===== config.mk =====
export PLATFORM = sky130hd
export DESIGN_NAME = cache_miss_controller_flat
export DESIGN_NICKNAME = d
export VERILOG_FILES = /design/src/rtl/cache_miss_controller_if.sv /design/src/rtl/cache_miss_controller.sv /design/src/flat_wrapper.sv
export SDC_FILE = /design/constraint.sdc
export NUM_CORES = 1
export LEC_CHECK = 0
export CAP_MARGIN = 25
export CORE_MARGIN = 2
export CORE_UTILIZATION = 37
export CTS_CLUSTER_SIZE = 16
export DETAILED_ROUTE_END_ITERATION = 8
export GPL_TIMING_DRIVEN = 1
export MAX_ROUTING_LAYER = met4
export PLACE_DENSITY_LB_ADDON = 0.12
export SLEW_MARGIN = 30
export SYNTH_ARGS = -nofsm -noshare
export SYNTH_HDL_FRONTEND = slang
export SYNTH_SLANG_ARGS = --single-unit

===== constraint.sdc =====
create_clock -name CLK -period 3.3 [get_ports CLK]
set_input_delay 0.66 -clock CLK [delete_from_list [all_inputs] [get_ports CLK]]
set_output_delay 0.66 -clock CLK [all_outputs]
set_load 0.02 [all_outputs]

===== src/rtl/cache_miss_controller_if.sv =====
// Bundle of pipeline, replacement-controller, memory and data-array signals
// for the cache miss controller. The controller uses the slave view; the
// surrounding pipeline/memory environment uses the master view.
interface cache_miss_controller_if #(
   parameter int WORDS = 4,
   parameter int AW    = 32
);
   localparam int WW = $clog2(WORDS);

   // pipeline side
   logic          Req;
   logic          Write;
   logic [AW-1:0] Addr;
   logic [31:0]   WData;
   logic          Stall;

   // replacement controller side
   logic          Hit;
   logic [1:0]    S;
   logic          Init;

   // victim line read-back from the arrays
   logic          VictimDirty;
   logic [AW-1:0] VictimAddr;
   logic [31:0]   VictimData;

   // memory beat port
   logic          MemReady;
   logic [31:0]   MemRData;
   logic          MemReq;
   logic          MemWE;
   logic [AW-1:0] MemAddr;
   logic [31:0]   MemWData;

   // data / tag / dirty array control
   logic          LineWE;
   logic [1:0]    LineWay;
   logic [WW-1:0] LineWord;
   logic [31:0]   LineWData;
   logic          TagWE;
   logic          SetDirty;
   logic          ClrDirty;

   modport master (
      output Req, Write, Addr, WData, Hit, S, VictimDirty, VictimAddr,
             VictimData, MemReady, MemRData,
      input  Stall, Init, MemReq, MemWE, MemAddr, MemWData, LineWE, LineWay,
             LineWord, LineWData, TagWE, SetDirty, ClrDirty
   );

   modport slave (
      input  Req, Write, Addr, WData, Hit, S, VictimDirty, VictimAddr,
             VictimData, MemReady, MemRData,
      output Stall, Init, MemReq, MemWE, MemAddr, MemWData, LineWE, LineWay,
             LineWord, LineWData, TagWE, SetDirty, ClrDirty
   );
endinterface


===== src/rtl/cache_miss_controller.sv =====
// Write-back, write-allocate miss handler for a 4-way set-associative data
// cache. Hits complete combinationally in IDLE; a miss stalls the pipeline,
// writes back a dirty victim, refills the line and strobes Init to commit
// the LRU update.
module cache_miss_controller #(
   parameter int WORDS = 4,
   parameter int AW    = 32
) (
   input logic                    CLK,
   input logic                    Reset,
   cache_miss_controller_if.slave bus
);
   localparam int                WW       = $clog2(WORDS);
   localparam logic [WW-1:0]     LAST     = WW'(WORDS - 1);
   localparam logic [AW-1:0]     OFF_MASK = AW'(WORDS * 4 - 1);

   typedef enum logic [1:0] {IDLE, WB, FILL, UPD} state_t;

   state_t        state;
   logic [WW-1:0] beat;
   logic [1:0]    way_q;
   logic [AW-1:0] addr_q;
   logic [AW-1:0] vaddr_q;

   logic [AW-1:0] beat_off;
   logic [AW-1:0] fill_base;

   assign beat_off  = AW'({beat, 2'b00});
   assign fill_base = addr_q & ~OFF_MASK;

   // Miss sequencing: state, beat counter and the values latched at miss detect.
   // NOTE: state registers use non-blocking assignments so every register
   // samples the pre-edge value of the others, exactly like the flops do.
   always_ff @(posedge CLK) begin
      if (Reset) begin
         state   <= IDLE;
         beat    <= '0;
         way_q   <= '0;
         addr_q  <= '0;
         vaddr_q <= '0;
      end else begin
         case (state)
            IDLE: begin
               if (bus.Req && !bus.Hit) begin
                  way_q   <= bus.S;
                  addr_q  <= bus.Addr;
                  vaddr_q <= bus.VictimAddr;
                  beat    <= '0;
                  state   <= bus.VictimDirty ? WB : FILL;
               end
            end
            WB: begin
               if (bus.MemReady) begin
                  beat <= beat + WW'(1);  // wraps to 0 after the last beat
                  if (beat == LAST) state <= FILL;
               end
            end
            FILL: begin
               if (bus.MemReady) begin
                  beat <= beat + WW'(1);
                  if (beat == LAST) state <= UPD;
               end
            end
            UPD:     state <= IDLE;
            default: state <= IDLE;
         endcase
      end
   end

   // Output decode from the current state and the live inputs.
   always_comb begin
      // NOTE: every output gets a default first so no path leaves one
      // unassigned, which would otherwise infer a latch.
      bus.Stall     = (state != IDLE);
      bus.Init      = 1'b0;
      bus.MemReq    = 1'b0;
      bus.MemWE     = 1'b0;
      bus.MemAddr   = '0;
      bus.MemWData  = '0;
      bus.LineWE    = 1'b0;
      bus.LineWay   = bus.S;
      bus.LineWord  = '0;
      bus.LineWData = '0;
      bus.TagWE     = 1'b0;
      bus.SetDirty  = 1'b0;
      bus.ClrDirty  = 1'b0;

      case (state)
         IDLE: begin
            if (bus.Req) begin
               if (bus.Hit) begin
                  bus.Init = 1'b1;
                  if (bus.Write) begin
                     bus.LineWE    = 1'b1;
                     bus.LineWord  = bus.Addr[WW+1:2];
                     bus.LineWData = bus.WData;
                     bus.SetDirty  = 1'b1;
                  end
               end else begin
                  bus.Stall = 1'b1;
               end
            end
         end
         WB: begin
            // the array read port is steered to the victim word so that
            // VictimData is the word being written back this beat
            bus.MemReq   = 1'b1;
            bus.MemWE    = 1'b1;
            bus.MemAddr  = vaddr_q + beat_off;
            bus.MemWData = bus.VictimData;
            bus.LineWay  = way_q;
            bus.LineWord = beat;
         end
         FILL: begin
            bus.MemReq   = 1'b1;
            bus.MemAddr  = fill_base + beat_off;
            bus.LineWay  = way_q;
            bus.LineWord = beat;
            if (bus.MemReady) begin
               bus.LineWE    = 1'b1;
               bus.LineWData = bus.MemRData;
            end
         end
         UPD: begin
            bus.TagWE    = 1'b1;
            bus.ClrDirty = 1'b1;
            bus.Init     = 1'b1;
            bus.LineWay  = way_q;
         end
         default: ;
      endcase
   end
endmodule

===== src/flat_wrapper.sv =====
// flat-port wrapper written by rule: the top's interface ports become plain ports
module cache_miss_controller_flat 
#(
   parameter int WORDS = 4,
   parameter int AW    = 32
)
  (CLK, Reset, bus_Req, bus_Write, bus_Addr, bus_WData, bus_Hit, bus_S, bus_VictimDirty, bus_VictimAddr, bus_VictimData, bus_MemReady, bus_MemRData, bus_Stall, bus_Init, bus_MemReq, bus_MemWE, bus_MemAddr, bus_MemWData, bus_LineWE, bus_LineWay, bus_LineWord, bus_LineWData, bus_TagWE, bus_SetDirty, bus_ClrDirty);
  cache_miss_controller_if #(.WORDS(WORDS), .AW(AW)) bus_i ();
  input logic CLK;
  input logic Reset;
  input wire logic [$bits(bus_i.Req)-1:0] bus_Req;
  input wire logic [$bits(bus_i.Write)-1:0] bus_Write;
  input wire logic [$bits(bus_i.Addr)-1:0] bus_Addr;
  input wire logic [$bits(bus_i.WData)-1:0] bus_WData;
  input wire logic [$bits(bus_i.Hit)-1:0] bus_Hit;
  input wire logic [$bits(bus_i.S)-1:0] bus_S;
  input wire logic [$bits(bus_i.VictimDirty)-1:0] bus_VictimDirty;
  input wire logic [$bits(bus_i.VictimAddr)-1:0] bus_VictimAddr;
  input wire logic [$bits(bus_i.VictimData)-1:0] bus_VictimData;
  input wire logic [$bits(bus_i.MemReady)-1:0] bus_MemReady;
  input wire logic [$bits(bus_i.MemRData)-1:0] bus_MemRData;
  output wire logic [$bits(bus_i.Stall)-1:0] bus_Stall;
  output wire logic [$bits(bus_i.Init)-1:0] bus_Init;
  output wire logic [$bits(bus_i.MemReq)-1:0] bus_MemReq;
  output wire logic [$bits(bus_i.MemWE)-1:0] bus_MemWE;
  output wire logic [$bits(bus_i.MemAddr)-1:0] bus_MemAddr;
  output wire logic [$bits(bus_i.MemWData)-1:0] bus_MemWData;
  output wire logic [$bits(bus_i.LineWE)-1:0] bus_LineWE;
  output wire logic [$bits(bus_i.LineWay)-1:0] bus_LineWay;
  output wire logic [$bits(bus_i.LineWord)-1:0] bus_LineWord;
  output wire logic [$bits(bus_i.LineWData)-1:0] bus_LineWData;
  output wire logic [$bits(bus_i.TagWE)-1:0] bus_TagWE;
  output wire logic [$bits(bus_i.SetDirty)-1:0] bus_SetDirty;
  output wire logic [$bits(bus_i.ClrDirty)-1:0] bus_ClrDirty;
  assign bus_i.Req = bus_Req;
  assign bus_i.Write = bus_Write;
  assign bus_i.Addr = bus_Addr;
  assign bus_i.WData = bus_WData;
  assign bus_i.Hit = bus_Hit;
  assign bus_i.S = bus_S;
  assign bus_i.VictimDirty = bus_VictimDirty;
  assign bus_i.VictimAddr = bus_VictimAddr;
  assign bus_i.VictimData = bus_VictimData;
  assign bus_i.MemReady = bus_MemReady;
  assign bus_i.MemRData = bus_MemRData;
  assign bus_Stall = bus_i.Stall;
  assign bus_Init = bus_i.Init;
  assign bus_MemReq = bus_i.MemReq;
  assign bus_MemWE = bus_i.MemWE;
  assign bus_MemAddr = bus_i.MemAddr;
  assign bus_MemWData = bus_i.MemWData;
  assign bus_LineWE = bus_i.LineWE;
  assign bus_LineWay = bus_i.LineWay;
  assign bus_LineWord = bus_i.LineWord;
  assign bus_LineWData = bus_i.LineWData;
  assign bus_TagWE = bus_i.TagWE;
  assign bus_SetDirty = bus_i.SetDirty;
  assign bus_ClrDirty = bus_i.ClrDirty;
  cache_miss_controller #(.WORDS(WORDS), .AW(AW)) u_core (.CLK(CLK), .Reset(Reset), .bus(bus_i));
endmodule

---- Yosys cells after proc, flatten, opt, wreduce, memory -nomap -nowiden ----
Cells that the tools add are included.
word-level totals
  ROM bits ................................ 0
  memories kept ........................... 0
  output and inout bits ................... 108
  word-level logic and storage cells ...... 65
  RAM bits ................................ 0
  flip-flop bits (word level) ............. 70
  bits of input ports ..................... 169
  bits in latches ......................... 0
cells by class
  $add $sub $neg .......................... 3
  reduce and logical (&&, ||, !) cells .... 10
  shift operators ......................... 0
  bitwise logic cells ..................... 0
  div/mod/pow operators ................... 0
  $lt $le $gt $ge ......................... 0
  $mul .................................... 0
  muxes and demuxes ....................... 37
  equality and inequality tests ........... 10
operators with widths
  kind                 number
  $mux 32              5
  $pmux 32 s2          2
  $add 32x4->32        2
  $mux 2               12
  $mux 1               13
  $ne 2x1->1 const B   4
  $pmux 2 s2           2
  $pmux 2 s4           1
  $eq 2x2->1 const B   3
  $reduce_and 5->1     1
  $ne 2x2->1 const B   2
  $pmux 1 s2           2
  $reduce_bool 2->1    2
  $reduce_and 3->1     1
  $reduce_or 3->1      1
  $add 2x1->2 const B  1
  $eq 2x1->1 const B   1
  $logic_not 2->1      1
  $reduce_and 2->1     1
  $reduce_or 2->1      1
  $logic_and 1x1->1    1
  $logic_not 1->1      1

---- Longest topological paths before layout ----
Gate-level depths: netlist of run 1.
  word-level depth ........................ 4
  depth in mapped cells ................... 9
  gate-level depth less buffers ........... 6

---- Worst setup path after synthesis of run 1 ----
Ideal clock, no wire load.
  path type ............................... reg2out
  start ................................... reg u_core.beat[0]
  end ..................................... out bus_MemAddr[18]
  cell stages (with the launch flop) ...... 8
  arrival ................................. 2,165 ps
  required time ........................... 2,640 ps
  path buffers ............................ 1
  setup slack ............................. 475 ps
  cell sequence ........................... dfxtp_1 ha_1 fa_1 nand4_4 or3_1 clkbuf_2 or4_1 nand3_1
on the way
  cells in the longest elaborated chain, start to end .. 2
  elaborated cells on any way between the ends .. 3
  classes of those cells .................. add/sub: 2; mux: 1
RTL lines
  element                           RTL line                                                    text
  from (decl)                       cache_miss_controller.sv:20                                 logic [WW-1:0] beat;
  from (signal assigned)            cache_miss_controller.sv:54                                 beat <= beat + WW'(1);
  from (signal assigned)            cache_miss_controller.sv:60                                 beat <= beat + WW'(1);
  $add 32x4->32 (on tied branches)  cache_miss_controller.sv:116, cache_miss_controller.sv:109
  $pmux 32 s2 (*)                   cache_miss_controller.sv:88                                 case (state)
  to (decl)                         flat_wrapper.sv:26                                          output wire logic [$bits(bus_i.MemAddr)-1:0] bus_MemAddr;
Mark *: on every way between the ends. The rest lies on a longest branch, timed or not.

---- Worst setup path in the final report of run 1 ----
  start ................................... reg u_core.vaddr_q[2]
  end ..................................... out bus_MemAddr[28]
on the way
  cells in the longest elaborated chain, start to end .. 2
RTL lines
  element                 RTL line                      text
  from (decl)             cache_miss_controller.sv:23   logic [AW-1:0] vaddr_q;
  from (signal assigned)  cache_miss_controller.sv:47   vaddr_q <= bus.VictimAddr;
  $add 32x4->32           cache_miss_controller.sv:109  bus.MemAddr = vaddr_q + beat_off;
  $pmux 32 s2             cache_miss_controller.sv:88
No other way between the ends.

==> metrics.md, run 1 <==
| Metric | Value |
|---|---|
| Status | finished, final reports clean |
| Post-CTS setup buffer count | 0 |
| Setup crit end kind | output port |
| Buf+Inv Stages, Crit Path | 2 |
| Largest delay share family, worst path | simple AND/OR/NAND/NOR gates |
| Max_slew headroom | 52.38% |
| Setup-failing EPs final | 0 |
| Mapped cell area | 4179 um^2 |
| Slew @ Worst Pin | 0.7143 ns |
| TritonCTS clock tree | yes |
| Vias in the first global route | 4965 |
| Synth top area share | 31.62% |
| Via count | 5214 |
| Area contributors post-synth | dfxtp_1, nand2_1, a21oi_1 |
| Total power | 0.003871 W |
| 1st-iter DRT viols | 303 |
| CTS buffer count | 9 |
| Vias per inst | 5.267 |
| CP startpoint kind | flop |
| Hold Buf Count CTS | 0 |
| CTS sink cnt | 66 |
| Buffers on Ports | 274 |
| P_leak | 2.904 nW |
| Clk slew on worst S/H paths | 0.06 ns |
| Reg2Reg Depth | 7 |
| Commonest cells after routing, fill and taps aside | clkdlybuf4s50_1, nand2_1, a21oi_1 |
| Hold Vio Cnt, Final | 0 |
| Post-route ant nets | 0 |
| Max Clk Rate | 314.7 MHz |
| Share of cells above drive strength 1 | 7.245% |
| Final WL | 17.68 mm |
| H-tree levels | 3 |
| Mapped Cells | 575 |
| Crit path largest cell delay | 0.43 ns |
| Mean post-synth cell area | 7.268 um^2 |
| Yosys reg bits | 66 |
| Yosys cell types | 52 |
| Commonest non-fill, non-tap cell in the layout | clkdlybuf4s50_1 |
| Cell Pwr Density | 519.6 nW/um^2 |
| Worst IR drop on VDD | 0.3362 mV |
| Nets | 1015 |
| Grt ovf | 0 |
| Cell taking the most area after synthesis | dfxtp_1 |
| Initial antenna violation count | 7 |
| Hpwl dp | 13.54 mm |
| Die area | 12160 um^2 |
| Final setup TNS | 0 ns |
| Pre-antenna DRT Iters | 4 |
| Worst r2r src | u_core.state[0] |
| Period utilization | 96.30% |
| Critical Path AT | 2.52 ns |
| Sequential fraction of the synthesis area | 31.62% |
| DR DRC count | 0 |
| Core area | 10940 um^2 |
| Critical-path cell list | ha_1 > fa_2 > nand4_4 > or3_4 > buf_4 > o211ai_1 > nand3_1 > dlygate4sd2_1 |
| Die X | 110.3 um |
| Number of flops mapped to enable cells by yosys | 0 |
| R2R setup slack | 1.23 ns |
| Slowest cell on the critical path | or3_4 |
| Primary FF master, synth | dfxtp_1 |
| Hold depth | 2 |
| YS warnings | 0 |
| Mapped Nets | 752 |
| Max Cap Viol | 0 |
| Clk buf depth | 2 |
| Row count | 38 |
| All-layer global routing usage | 28.73% |
| Worst-path fanout max | 4 |
| Die Y | 110.3 um |
| First-pass GRT wire length | 25.82 mm |
| Drt wl/cell | 17.86 um |
| Post-route minimum period | 3.178 ns |
| Area Growth Syn to Fin | 78.26% |
| Fillers | 950 |
| CTS root buffer | clkbuf_16 |
| Async SR Flop Fraction | 0% |
| Fin. max-slew vios | 0 |
| Worst Path Required | 2.64 ns |
| RR Endpoint | u_core.addr_q[19] |
| GP Congestion | 0.8967 |
| Worst Hold Class | reg -> reg |
| Worst Hold Path EP | u_core.vaddr_q[1] |
| Final Skew | 0.006205 ns |
| Crit path kind | reg -> out |
| Initial core utilization | 38.22% |
| RSZ-0062 raised after global routing | no |
| Largest net degree at the start of global routing | 63 |
| Clock latency on the worst-skew pair | 0.33 ns |
| Io pins | 277 |
| HP Start | u_core.vaddr_q[1] |
sequential cells by signal, summed over array words and instances (netlist names):
name and flops:
u_core.state 2, u_core.way_q 2, u_core.addr_q 28, u_core.beat 2, u_core.vaddr_q 32
where the power goes:
group          leakage (nW)  total (W)  switching (W)  internal [W]
Sequential            0.539   0.000976      0.0000867      0.000890
Combinational          2.21    0.00186       0.000995      0.000868
Clock                 0.158    0.00103       0.000356      0.000676
Total                  2.90    0.00387        0.00144       0.00243
what timing repair did:
item / CTS / global route
setup endpoints to repair: 22 / 13
pin swaps: 0 / 0
resized for setup: 24 / 12
routing by layer:
layer	routed length (um)	GRT usage, %
met5	0	-
met4	420	10.09
met3	1347	7.407
met2	8745	47.59
met1	7168	33.80
worst max-delay path by stage:
stage	depth (start not counted)	start	slack, ns	to
after detailed placement	7	u_core.vaddr_q[2]	0.06	bus_MemAddr[18]
after global placement	7	u_core.vaddr_q[2]	0.09	bus_MemAddr[20]
after CTS	7	u_core.beat[1]	0.004	bus_MemAddr[7]
after global routing	7	u_core.state[0]	0.004	bus_MemAddr[11]
final	8	u_core.vaddr_q[2]	0.12	bus_MemAddr[28]
after floorplan	7	u_core.beat[0]	0.47	bus_MemAddr[18]
cells in the mapped netlist, drive strengths merged (2+ instances only):
library cell,n
nand2,153
a21oi,66
dfxtp,66
clkbuf,45
and2,35
a22o,32
nand3,22
nor2,13
o211ai,12
nor3,11
o21ai,10
inv,9
nand4,8
a22oi,7
ha,7
xnor2,7
and3,6
a32oi,5
nor4,5
or4,5
a21boi,4
and4,4
buf,4
nor2b,4
o21a,4
a211o,3
a211oi,3
mux2i,3
a2bb2oi,2
a41oi,2
mux2,2
nor4b,2
o211a,2
or2,2
cells by family after synthesis:
family                   after synthesis  synth area share, %
multiplexers                           5                1.257
buffers and inverters                 58                6.138
AND/OR/NAND/NOR                      275                31.98
adder cells (fa/ha/maj)                8                2.575
XOR/XNOR                               8                1.677
AO/OA/AOI/OAI                        155                24.76
flip-flops                            66                31.62
worst min-delay path, delay by kind of cell, from the launching register on:
family | cells | cell delay [ns]
AOI/OAI and AO/OA | 1 | 0.05
DFF | 1 | 0.31
and+or+nand+nor | 1 | 0.05
area by class of cell:
class / count / area (um^2) / area share [%]
Tap cell: 140 / 175.2 / 2.351
Inverter: 9 / 33.78 / 0.4535
Timing Repair Buffer: 301 / 2952 / 39.62
Antenna cell: 8 / 20.02 / 0.2687
Sequential cell: 66 / 1324 / 17.77
Clock inverter: 5 / 78.83 / 1.058
Clock buffer: 10 / 239.0 / 3.208
Multi-Input combinational cell: 451 / 2628 / 35.27
metrics by stage:
stage          util, %  std cells  hold WS [ns]  area (um^2)  setup WS (ns)
2_1_floorplan        -        575        0.4319         4179         0.4747
3_3_place_gp     65.08        967        0.4407         7117        0.09278
3_5_place_dp     65.10        967        0.4487         7119        0.05541
4_1_cts          67.89        982        0.4562         7425       0.003725
5_1_grt          68.12        990        0.4732         7450       0.003969
6_report         68.12        990        0.4555         7450         0.1222
Power figures use the tool's default switching activity.
==> run 2: changes to the inputs <==
- PLACE_DENSITY: default -> 0.83
- PLACE_DENSITY_LB_ADDON: 0.12 -> default
==> metrics.md, run 2 (synthesis results as in run 1) <==
| Metric | Value |
|---|---|
| Die Y | 110.3 um (unchanged) |
| Setup crit end kind | output port (unchanged) |
| Hold Vio Cnt, Final | 0 (unchanged) |
| All-layer global routing usage | 28.71% (was 28.73%) |
| Worst Path Required | 2.64 ns (about the same) |
| Max_slew headroom | 43.98% (was 52.38%) |
| Die area | 12160 um^2 (unchanged) |
| Worst-path fanout max | 10 (was 4) |
| CTS sink cnt | 66 (unchanged) |
| GP Congestion | 0.8610 (was 0.8967) |
| Row count | 38 (unchanged) |
| Setup crit end | bus_MemAddr[19] (was bus_MemAddr[28]) |
| Hold Buf Count CTS | 0 (unchanged) |
| Number of cells on the critical path | 6 (was 8) |
| Cell Pwr Density | 522.3 nW/um^2 (was 519.6 nW/um^2) |
| Nets | 1018 (was 1015) |
| Period utilization | 96.45% (was 96.30%) |
| Post-route minimum period | 3.183 ns (was 3.178 ns) |
| Buffers on Ports | 274 (unchanged) |
| Share of cells above drive strength 1 | 7.329% (was 7.245%) |
| 1st-iter DRT viols | 311 (was 303) |
| Area Growth Syn to Fin | 79.34% (was 78.26%) |
| Hold depth | 2 (unchanged) |
| Buf+Inv Stages, Crit Path | 1 (was 2) |
| Largest delay share family, worst path | simple AND/OR/NAND/NOR gates (unchanged) |
| Final WL | 17.68 mm (about the same) |
| CP startpoint | u_core.beat[1] (was u_core.vaddr_q[2]) |
| Initial antenna violation count | 8 (was 7) |
| Via count | 5236 (was 5214) |
| H-tree levels | 3 (unchanged) |
| Commonest non-fill, non-tap cell in the layout | clkdlybuf4s50_1 (unchanged) |
| Reg2Reg Depth | 8 (was 7) |
| Critical-path cell list | ha_1 > a21oi_1 > or4_4 > or4_1 > nand3_1 > dlygate4sd2_1 (was ha_1 > fa_2 > nand4_4 > or3_4 > buf_4 > o211ai_1 > nand3_1 > dlygate4sd2_1) |
| Pre-CTS WS | 0.08211 ns (was 0.05541 ns) |
| Clock latency on the worst-skew pair | 0.33 ns (about the same) |
| Hpwl dp | 13.60 mm (was 13.54 mm) |
| RSZ-0062 raised after global routing | no (unchanged) |
| Slew @ Worst Pin | 0.8403 ns (was 0.7143 ns) |
| Pre-antenna DRT Iters | 4 (unchanged) |
| Top flop regs | u_core.vaddr_q (32), u_core.addr_q (28) (unchanged) |
| Clk buf depth | 2 (unchanged) |
| Critical Path AT | 2.52 ns (about the same) |
| Max reg flops | 32 (unchanged) |
| Worst Hold Class | reg -> reg (unchanged) |
| Worst r2r src | u_core.state[0] (unchanged) |
| Commonest cells after routing, fill and taps aside | clkdlybuf4s50_1, nand2_1, a21oi_1 (unchanged) |
| Initial core utilization | 38.22% (unchanged) |
| Final setup TNS | 0 ns (unchanged) |
| Biggest register | u_core.vaddr_q (unchanged) |
| CTS buffer count | 9 (unchanged) |
| Largest net degree at the start of global routing | 67 (was 63) |
| Max Cap Viol | 0 (unchanged) |
| Drt wl/cell | 17.79 um (was 17.86 um) |
| CP startpoint kind | flop (unchanged) |
| Post-route ant nets | 0 (unchanged) |
| Slowest cell on the critical path | or4_4 (was or3_4) |
| Io pins | 277 (unchanged) |
| First-pass GRT wire length | 25.93 mm (was 25.82 mm) |
| P_leak | 2.963 nW (was 2.904 nW) |
| DR DRC count | 0 (unchanged) |
| Final Skew | 0.005899 ns (was 0.006205 ns) |
| Crit path largest cell delay | 0.51 ns (was 0.43 ns) |
| R2R setup slack | 0.99 ns (was 1.23 ns) |
| Core area | 10940 um^2 (unchanged) |
| Post-CTS setup buffer count | 0 (unchanged) |
| Clk slew on worst S/H paths | 0.06 ns (about the same) |
| Vias per inst | 5.268 (was 5.267) |
| TritonCTS clock tree | yes (unchanged) |
| Worst IR drop on VDD | 0.3674 mV (was 0.3362 mV) |
| Crit path kind | reg -> out (unchanged) |
| Grt ovf | 0 (unchanged) |
| Vias in the first global route | 5186 (was 4965) |
| Fin. max-slew vios | 0 (unchanged) |
| Fin worst setup slack | 0.1172 ns (was 0.1222 ns) |
| Setup-failing EPs final | 0 (unchanged) |
| Max Clk Rate | 314.2 MHz (was 314.7 MHz) |
| Status | finished, final reports clean (unchanged) |
| CTS root buffer | clkbuf_16 (unchanged) |
| RR Endpoint | u_core.vaddr_q[10] (was u_core.addr_q[19]) |
| Die X | 110.3 um (unchanged) |
## run 2: area by class of cell
class                      count  area, um^2
sequential                    66        1323
timing repair buffer         304        3000
clock inverter                 6       90.09
multi-input combinational    451        2614
inverter                       9       33.78
fill                         923        3441
antenna                        8       20.02
tap                          140       175.2
clock buffer                  10       239.0
## run 2: routing by layer
layer | wire length (um) | global-route usage [%]
met1 | 6783 | 31.54
met4 | 559 | 13.21
met3 | 1153 | 6.996
met5 | 0 | -
met2 | 9182 | 49.08
## run 2: where the power goes
group / total, W / leakage, nW / internal, W / switching, W
clock network: 0.00104 / 0.159 / 0.000682 / 0.000359
registers: 0.000973 / 0.538 / 0.000890 / 0.0000834
logic: 0.00190 / 2.27 / 0.000895 / 0.00100
total: 0.00391 / 2.96 / 0.00247 / 0.00145
## run 2: worst min path at each step
stage / startpoint / endpoint / slack, ns
2_1_floorplan: u_core.vaddr_q[0] / u_core.vaddr_q[0] / 0.43
3_3_place_gp: u_core.vaddr_q[0] / u_core.vaddr_q[0] / 0.44
3_5_place_dp: u_core.vaddr_q[1] / u_core.vaddr_q[1] / 0.44
4_1_cts: u_core.vaddr_q[1] / u_core.vaddr_q[1] / 0.45
5_1_grt: u_core.vaddr_q[1] / u_core.vaddr_q[1] / 0.47
6_report: u_core.vaddr_q[1] / u_core.vaddr_q[1] / 0.46
## run 2: through the flow
step                      total power, W  utilization [%]  cells  hold WS, ns  area (um^2)
after global routing            0.004104            68.54    994       0.4677         7495
after detailed placement        0.002883            65.42    970       0.4426         7154
after floorplan                 0.001973                -    575       0.4319         4179
after CTS                       0.003931            68.28    986       0.4494         7467
after global placement          0.002847            65.40    970       0.4395         7152
final                           0.003915            68.54    994       0.4562         7495
## run 2: repair_timing
action,CTS,global route
resized for setup,21,14
gates cloned,0,0
endpoints found under the setup margin,18,11
## run 2: worst reg2reg max path: cells and delay by family, from the launching register on
family / cells / cell delay (ns)
and+or+nand+nor: 3 / 0.91
buffers and inverters: 3 / 0.60
DFF: 1 / 0.38
adders and majority gates: 1 / 0.22
AOI/OAI and AO/OA: 1 / 0.14
==> run 3: changes to the inputs <==
- ABC_AREA: default -> 1
- PLACE_DENSITY: 0.83 -> 0.81
==> metrics.md, run 3 <==
| Metric | Value |
|---|---|
| All-layer global routing usage | 26.32% (was 28.71%) |
| P_leak | 3.455 nW (was 2.963 nW) |
| Total power | 0.003541 W (was 0.003915 W) |
| Cell taking the most area after synthesis | dfxtp_1 (unchanged) |
| Status | finished, final reports clean (unchanged) |
| Largest net degree at the start of global routing | 45 (was 67) |
| Slowest cell on the critical path | clkdlybuf4s50_1 (was or4_4) |
| TritonCTS clock tree | yes (unchanged) |
| Final setup TNS | 0 ns (unchanged) |
| Max Cap Viol | 0 (unchanged) |
| Mean post-synth cell area | 6.222 um^2 (was 7.268 um^2) |
| Core area | 11470 um^2 (was 10940 um^2) |
| Most frequent CP cell | clkdlybuf4s50_1 |
| Die X | 112.8 um (was 110.3 um) |
| CP startpoint | bus_Req (was u_core.beat[1]) |
| HP Start | u_core.way_q[0] (was u_core.vaddr_q[1]) |
| DR DRC count | 0 (unchanged) |
| Crit path kind | in -> out (was reg -> out) |
| Clk slew on worst S/H paths | 0.05 ns (was 0.06 ns) |
| CTS buffer count | 9 (unchanged) |
| Buf+Inv Stages, Crit Path | 4 (was 1) |
| Slew @ Worst Pin | 0.8009 ns (was 0.8403 ns) |
| Placed insts | 1095 (was 970) |
| Crit path largest cell delay | 0.60 ns (was 0.51 ns) |
| CTS sink cnt | 66 (unchanged) |
| Commonest non-fill, non-tap cell in the layout | clkdlybuf4s50_1 (unchanged) |
| Area contributors post-synth | dfxtp_1, nand2_1, nor2_1 (was dfxtp_1, nand2_1, a21oi_1) |
| CP startpoint kind | input pin (was flop) |
| Number of flops mapped to enable cells by yosys | 0 (unchanged) |
| Post-route minimum period | 3.181 ns (was 3.183 ns) |
| Fin. max-slew vios | 0 (unchanged) |
| Die Y | 112.8 um (was 110.3 um) |
| Sequential power share | 30.9% (was 24.9%) |
| Nets | 1144 (was 1018) |
| Initial core utilization | 38.20% (was 38.22%) |
| Clock latency on the worst-skew pair | 0.34 ns (was 0.33 ns) |
| Initial antenna violation count | 0 (was 8) |
| Sequential fraction of the synthesis area | 30.16% (was 31.62%) |
| Vias per inst | 5.058 (was 5.268) |
| Max Clk Rate | 314.3 MHz (was 314.2 MHz) |
| Pre-antenna DRT Iters | 5 (was 4) |
| Hold Buf Count CTS | 0 (unchanged) |
| Commonest cells after routing, fill and taps aside | clkdlybuf4s50_1, nand2_1, nor2_1 (was clkdlybuf4s50_1, nand2_1, a21oi_1) |
| Worst Hold Class | reg -> reg (unchanged) |
| Switching pwr | 0.001336 W (was 0.001447 W) |
| Final Skew | 0.003225 ns (was 0.005899 ns) |
| Via count | 5640 (was 5236) |
| Die area | 12730 um^2 (was 12160 um^2) |
| Mapped Nets | 881 (was 752) |
| Io pins | 277 (unchanged) |
| Cell Pwr Density | 463.0 nW/um^2 (was 522.3 nW/um^2) |
| Combinational share of power | 43.7% (was 48.5%) |
| Primary FF master, synth | dfxtp_1 (unchanged) |
| Clock group share of total power | 25.4% (was 26.6%) |
| Non-Filler Instances | 1115 (was 994) |
| Ant diodes | 0 (was 8) |
| H-tree levels | 3 (unchanged) |
| Synth top area share | 30.16% (was 31.62%) |
| Final WL | 16.91 mm (was 17.68 mm) |
| Setup crit end kind | output port (unchanged) |
| P_int | 0.002205 W (was 0.002468 W) |
| Area Growth Syn to Fin | 74.58% (was 79.34%) |
| RSZ-0062 raised after global routing | no (unchanged) |
| Yosys cell types | 30 (was 52) |
| Buffers on Ports | 274 (unchanged) |
| Vias in the first global route | 5197 (was 5186) |
| Post-route ant nets | 0 (unchanged) |
| Mapped Cells | 704 (was 575) |
| YS warnings | 0 (unchanged) |
| Biggest register | u_core.vaddr_q (unchanged) |
| 1st-iter DRT viols | 536 (was 311) |
| Period utilization | 96.40% (was 96.45%) |
| Sw Ratio | 37.74% (was 36.96%) |
| Drt wl/cell | 15.17 um (was 17.79 um) |
| Worst IR drop on VDD | 0.4601 mV (was 0.3674 mV) |
| Top flop regs | u_core.vaddr_q (32), u_core.addr_q (28) (unchanged) |
| Most instantiated cells after synthesis | nand2_1, nor2_1, o21ai_0 (was nand2_1, a21oi_1, dfxtp_1) |
| Most common cell in the synthesized netlist | nand2_1 (unchanged) |
| Worst Path Required | 2.64 ns (about the same) |
| GP Congestion | 0.9263 (was 0.8610) |
| Hpwl dp | 12.76 mm (was 13.60 mm) |
| Setup-failing EPs final | 0 (unchanged) |
| Hold WS | 0.4506 ns (was 0.4562 ns) |
| Yosys reg bits | 66 (unchanged) |
| Critical Path AT | 2.52 ns (about the same) |
| R2R setup slack | 1.37 ns (was 0.99 ns) |
| Row count | 39 (was 38) |
| Grt ovf | 0 (unchanged) |
| Critical-path cell list | clkdlybuf4s50_1 > nand2_2 > nor2_1 > nand2_1 > inv_2 > buf_4 > a32o_1 > clkdlybuf4s50_1 (was ha_1 > a21oi_1 > or4_4 > or4_1 > nand3_1 > dlygate4sd2_1) |
| Worst-path fanout max | 9 (was 10) |
| Max_slew headroom | 46.54% (was 43.98%) |
| Async SR Flop Fraction | 0% (unchanged) |
| Share of cells above drive strength 1 | 7.099% (was 7.329%) |
| Largest delay share family, worst path | buffers and inverters (was simple AND/OR/NAND/NOR gates) |
| First-pass GRT wire length | 26.17 mm (was 25.93 mm) |
| Mapped cell area | 4380 um^2 (was 4179 um^2) |
| Worst r2r src | u_core.state[0] (unchanged) |
| CTS root buffer | clkbuf_16 (unchanged) |
| Max reg flops | 32 (unchanged) |
| Fillers | 1036 (was 923) |
| Clk buf depth | 2 (unchanged) |
| Hold Vio Cnt, Final | 0 (unchanged) |
run 3: logic make-up after synthesis:
kind of cell               count (synthesis)  synth area share [%]
adders and majority gates                  8                 2.456
DFF                                       66                 30.16
buffers and inverters                    116                 10.74
and+or+nand+nor                          347                 33.13
AOI/OAI and AO/OA                        167                 23.51
run 3: tightest hold or removal path, stage by stage, from the launching register on:
cell	delay (ns)
dfxtp_1	0.29
inv_1	0.06
a21oi_1	0.05
run 3: path summary, 6_finish.rpt:
check                 endpoint  cells after the start
min reg2reg    u_core.way_q[0]                      2
max           bus_LineWData[2]                      8
max reg2reg  u_core.vaddr_q[5]                      9
min            u_core.way_q[0]                      2
run 3: layout make-up:
cell class                 instances  area, um^2  area share, %
clock buffer                      11       252.7          3.305
clock inverter                     5       28.78         0.3763
inverter                          72       270.3          3.534
multi-input combinational        522        2606          34.08
sequential                        66        1321          17.28
tap                              143       178.9          2.340
timing repair buffer             296        2989          39.09
run 3: power groups by stage:
stage | Sequential (W) | Combinational, W | Clock, W
after global routing | 0.00112 | 0.00168 | 0.000950
after global placement | 0.00110 | 0.00152 | 0
after CTS | 0.00109 | 0.00154 | 0.000912
after floorplan | 0.00107 | 0.000842 | 0
final | 0.00109 | 0.00155 | 0.000899
after detailed placement | 0.00111 | 0.00154 | 0
run 3: timing repair:
item,in CTS,in global routing
setup endpoints to repair,10,51
pin swaps,1,2
setup buffers,3,1
resized for setup,9,33
run 3: per-layer routing:
layer | global-route usage, % | wire length [um] | up-vias
met4 | 6.016 | 257 | 0
li1 | - | - | 2834
met5 | - | 0 | -
met2 | 41.08 | 7813 | 224
met1 | 35.34 | 7664 | 2558
met3 | 5.356 | 1179 | 24
run 3: through the flow:
step                      area [um^2]  utilization [%]  setup slack, ns
after floorplan                  4380                -           0.8177
after global placement           7305            63.70           0.1100
after detailed placement         7305            63.70          0.09006
after CTS                        7597            66.25          0.02626
after global routing             7647            66.69         0.009316
final                            7647            66.69           0.1188
